`src/rtl/id_ex_stage.sv`:
```
// rtl/id_ex_stage.sv - ID/EX pipeline register with WB bypass, load-use stall and flush
module id_ex_stage #(
    parameter int XLEN        = 64,
    parameter int CTRL_W      = 8,
    parameter int STALL_CNT_W = 32
) (
    input  logic                   clk,
    input  logic                   reset,
    input  logic                   id_valid,
    input  logic [4:0]             id_rs1,
    input  logic [4:0]             id_rs2,
    input  logic [4:0]             id_rd,
    input  logic [XLEN-1:0]        id_readdata1,
    input  logic [XLEN-1:0]        id_readdata2,
    input  logic [XLEN-1:0]        id_imm,
    input  logic [XLEN-1:0]        id_pc,
    input  logic [CTRL_W-1:0]      id_ctrl,
    input  logic                   wb_writereg,
    input  logic [4:0]             wb_rd,
    input  logic [XLEN-1:0]        wb_writedata,
    input  logic                   flush,
    output logic                   stall,
    output logic                   ex_valid,
    output logic [4:0]             ex_rs1,
    output logic [4:0]             ex_rs2,
    output logic [4:0]             ex_rd,
    output logic [XLEN-1:0]        ex_data1,
    output logic [XLEN-1:0]        ex_data2,
    output logic [XLEN-1:0]        ex_imm,
    output logic [XLEN-1:0]        ex_pc,
    output logic [CTRL_W-1:0]      ex_ctrl,
    output logic [STALL_CNT_W-1:0] stall_count
);

    logic            hazard;
    logic            bypass1;
    logic            bypass2;
    logic [XLEN-1:0] op1;
    logic [XLEN-1:0] op2;

    // Load-use detection against the instruction now in EX; x0 never creates a dependency
    always_comb begin
        hazard = id_valid & ex_valid & ex_ctrl[0] & (ex_rd != 5'd0) &
                 ((ex_rd == id_rs1) | (ex_rd == id_rs2));
        stall  = hazard & ~flush;
    end

    // Write-back data bypass around the register file, same-cycle write wins over stale read
    always_comb begin
        bypass1 = wb_writereg & (wb_rd != 5'd0) & (wb_rd == id_rs1);
        bypass2 = wb_writereg & (wb_rd != 5'd0) & (wb_rd == id_rs2);
        op1     = bypass1 ? wb_writedata : id_readdata1;
        op2     = bypass2 ? wb_writedata : id_readdata2;
    end

    // Pipeline register: flush and stall both insert an all-zero bubble, otherwise load from ID
    always_ff @(posedge clk or posedge reset) begin
        if (reset) begin
            ex_valid <= 1'b0;
            ex_rs1   <= '0;
            ex_rs2   <= '0;
            ex_rd    <= '0;
            ex_data1 <= '0;
            ex_data2 <= '0;
            ex_imm   <= '0;
            ex_pc    <= '0;
            ex_ctrl  <= '0;
        end else if (flush || stall) begin
            ex_valid <= 1'b0;
            ex_rs1   <= '0;
            ex_rs2   <= '0;
            ex_rd    <= '0;
            ex_data1 <= '0;
            ex_data2 <= '0;
            ex_imm   <= '0;
            ex_pc    <= '0;
            ex_ctrl  <= '0;
        end else begin
            ex_valid <= id_valid;
            ex_rs1   <= id_rs1;
            ex_rs2   <= id_rs2;
            ex_rd    <= id_rd;
            ex_data1 <= op1;
            ex_data2 <= op2;
            ex_imm   <= id_imm;
            ex_pc    <= id_pc;
            ex_ctrl  <= id_valid ? id_ctrl : '0;
        end
    end

    // Saturating count of stall cycles; a flushed hazard is not a stall and is not counted
    always_ff @(posedge clk or posedge reset) begin
        if (reset) begin
            stall_count <= '0;
        end else if (stall && (stall_count != {STALL_CNT_W{1'b1}})) begin
            stall_count <= stall_count + 1'b1;
        end
    end

endmodule

```
`config.mk`:
```
export PLATFORM = sky130hd
export DESIGN_NAME = id_ex_stage
export DESIGN_NICKNAME = d
export VERILOG_FILES = /design/src/rtl/id_ex_stage.sv
export SDC_FILE = /design/constraint.sdc
export NUM_CORES = 1
export LEC_CHECK = 0
export BUFFER_PORTS_ARGS = -buffer_cell sky130_fd_sc_hd__buf_2
export CAP_MARGIN = 30
export CORE_AREA = 2 2 261 263
export DETAILED_ROUTE_END_ITERATION = 7
export DIE_AREA = 0 0 263 265
export HOLD_SLACK_MARGIN = 0.06
export SETUP_SLACK_MARGIN = 0.1
export SYNTH_ARGS = -nofsm -noshare
export SYNTH_HDL_FRONTEND = slang
export SYNTH_SLANG_ARGS = --single-unit
```
`constraint.sdc`:
```
create_clock -name clk -period 13.6 [get_ports clk]
set_input_delay 2.04 -clock clk [delete_from_list [all_inputs] [get_ports clk]]
set_output_delay 2.04 -clock clk [all_outputs]
set_load 0.01 [all_outputs]
```
==> reports/metrics.yaml <==
die_h_um: 265
timing.slew.headroom_pct: 38.3
synth_ff_type: "dfrtp_1"
cts_repair_resize_count: 0
path_class: "in -> out"
drc: 0
cts_root_buffer: "clkbuf_16"
synth_compound_area_share_pct: 5.69
synth-edff-count: 0
design.portCount: 666
drive_above_1_share_pct: 43.6
finalPower_w: 0.00223
rsz0062_at_grt: "no"
power_leakage_nw: 9.17
area_growth_pct: 46.9
synth-simple-area-share_pct: 20.9
yosysWarnings: 0
reg2reg_depth: 7
synth-adder-area-share_pct: 0.107
die_area_um2: 69700
timing.critical_path.to_type: "primary output"
syn-num-nets: 1406
grt_pass1_vias: 10500
status: "finished, final reports clean"
setup_viol: 0
grt_max_degree: 136
clock_path_buffers: 3
gp_congestion: 0.832
wl_mm: 46.5
dp_hpwl_mm: 35.3
hold_depth: 1
hold_viol: 0
ir_drop_mv: 0.0906
max_slew.worst_pin.slew_ps: 924
rows: 95
wire_per_inst_um: 17.8
slew_violations: 0
cp_max_fo: 5
synth_top_family_by_area: "simple AND/OR/NAND/NOR gates"
critPathLaunchType: "input pin"
netlist_instances: 1052
synth_xor_area_share_pct: 3.74
min_path_type: "reg -> reg"
port_buffers: 665
fin_cells: 2606
drt_first_pass_iters: 5
via_count: 10200
grt.overflow.total: 0
synth.area.mux_share_pct: 0.192
track_usage_pct: 12.8
antenna_found_initial: 3
num-fill-cells: 7206
cts_num_sinks: 312
final.period_utilization_pct: 39.0
core_um2: 66800
ys_seq_area_share_pct: 66.6
powerDensity_nw_per_um2: 129
maxCapViolations: 0
ant_nets: 0
cts_setup_buffers: 0
finClkSkew_ps: 28.2
dpl.cell_count: 2538
min_period_ps: 5310
clock_latency_ps: 560
dr.first_iter.drc_count: 757
clkTransAtPathRegs_ps: 60
ctsHoldBuffers: 0
grt_pass1_wl_mm: 66.9
via_per_inst: 3.91
setup_tns_ps: 0
ys_types: 37
netlist_area_um2: 11700
syn_area_per_cell_um2: 11.1
start_util_pct: 17.5
worstPathArrival_ps: 3270
die_w_um: 263
ys_seq_elements: 312
cts_buffers: 37
htreeDepth: 2
multi_input_area_um2: 3600
fmax_ghz: 0.188
synthArstFlopShare_pct: 100
nets: 2059
cp.required_ps: 11560
cts_tree: "yes"
seq_area_um2: 7810
==> flip-flops by register name, summed over array words and instances, names as in the netlist <==
name	cells
ex_data2	64
ex_pc	64
ex_valid	1
ex_imm	64
ex_rs1	5
ex_rs2	5
stall_count	32
ex_data1	64
ex_rd	5
ex_ctrl	8
==> final cells by class <==
cell class | count | area share (%)
clock inverters | 18 | 1.27
diodes | 2 | 0.0291
repair buffers | 675 | 20.1
flip-flops and latches | 312 | 45.4
inverters | 5 | 0.153
well taps | 873 | 6.35
multi-input cells | 674 | 20.9
clock buffers | 47 | 5.83
==> power breakdown <==
part	switching, W	internal (W)	total [W]	leakage [nW]
clock network	0.000414	0.000600	0.00101	0.606
registers	0.0000153	0.000972	0.000988	4.06
logic	0.000132	0.0000948	0.000227	4.50
total	0.000561	0.00167	0.00223	9.17
==> worst max-delay path: stages <==
cell,delay (ps)
buf_2,130
xor2_1,160
nor3_2,210
a22oi_2,160
nor3_2,350
buf_2,210
==> Yosys cell counts (3+ instances only) <==
library cell  count  area (um2)
a21oi_1         128         641
buf_6             3        33.8
nor2_1            6        22.5
and3_1           18         113
nand3_1          13        65.1
buf_2            38         190
xnor2_1          33         289
nor3_2            4        40.0
nor4_1            3        18.8
dfrtp_1         312        7810
xor2_1           17         149
nand4_1          18         113
clkbuf_1         11        41.3
buf_1             9        33.8
nand2_1         265         995
inv_1             5        18.8
and2_1          145         907
==> stage by stage <==
step                      util, %  setup WS, ps  hold slack (ps)  instance area (um2)
after floorplan                 -          2930              519                11700
after global placement       23.8          8260              484                15900
after detailed placement     23.9          8260              483                16000
after CTS                    25.7          8270              495                17200
after global routing         25.8          8180              516                17200
final                        25.8          8290              488                17200
==> path summary, 6_finish.rpt <==
path,from,endpoint,slack [ps]
min,stall_count[21]$_DFFE_PP0P_,stall_count[21]$_DFFE_PP0P_,490
min reg2reg,stall_count[21]$_DFFE_PP0P_,stall_count[21]$_DFFE_PP0P_,490
max in group asynchronous,reset,stall_count[1]$_DFFE_PP0P_,10700
min in group asynchronous,reset,ex_imm[16]$_DFF_PP0_,1590
max reg2reg,ex_rd[0]$_DFF_PP0_,ex_data2[13]$_DFF_PP0_,10310
max,id_rs2[2],stall,8290
==> layout by cell type (no fill, tap or decap), types with 13 or more instances in the layout <==
master     netlist  routed
buf_2           38     665
dfrtp_1        312     312
nand2_1        265     265
and2_1         145     145
a21oi_1        128     128
clkbuf_16        0      37
xnor2_1         33      33
nand4_1         18      18
xor2_1          17      17
and3_1          18      16
nand3_1         13      13
==> kinds of logic (layout without fill, tap and decap cells) <==
| logic type | after synthesis | count (layout) |
|---|---|---|
| other | 0 | 2 |
| and+or+nand+nor | 490 | 490 |
| AOI/OAI and AO/OA | 131 | 131 |
| adders and majority gates | 1 | 1 |
| buffers and inverters | 66 | 745 |
| DFF | 312 | 312 |
| xor gates and xnor gates | 50 | 50 |
| muxes | 2 | 2 |
==> metal layers <==
metal / vias up / track usage (%) / wire length [um]
met2: 515 / 22.3 / 23100
li1: 4686 / - / -
met4: 0 / 5.20 / 1630
met5: - / 0 / 0
met3: 78 / 3.66 / 3500
met1: 4919 / 14.8 / 18300
(Power assumes the default switching activity.)
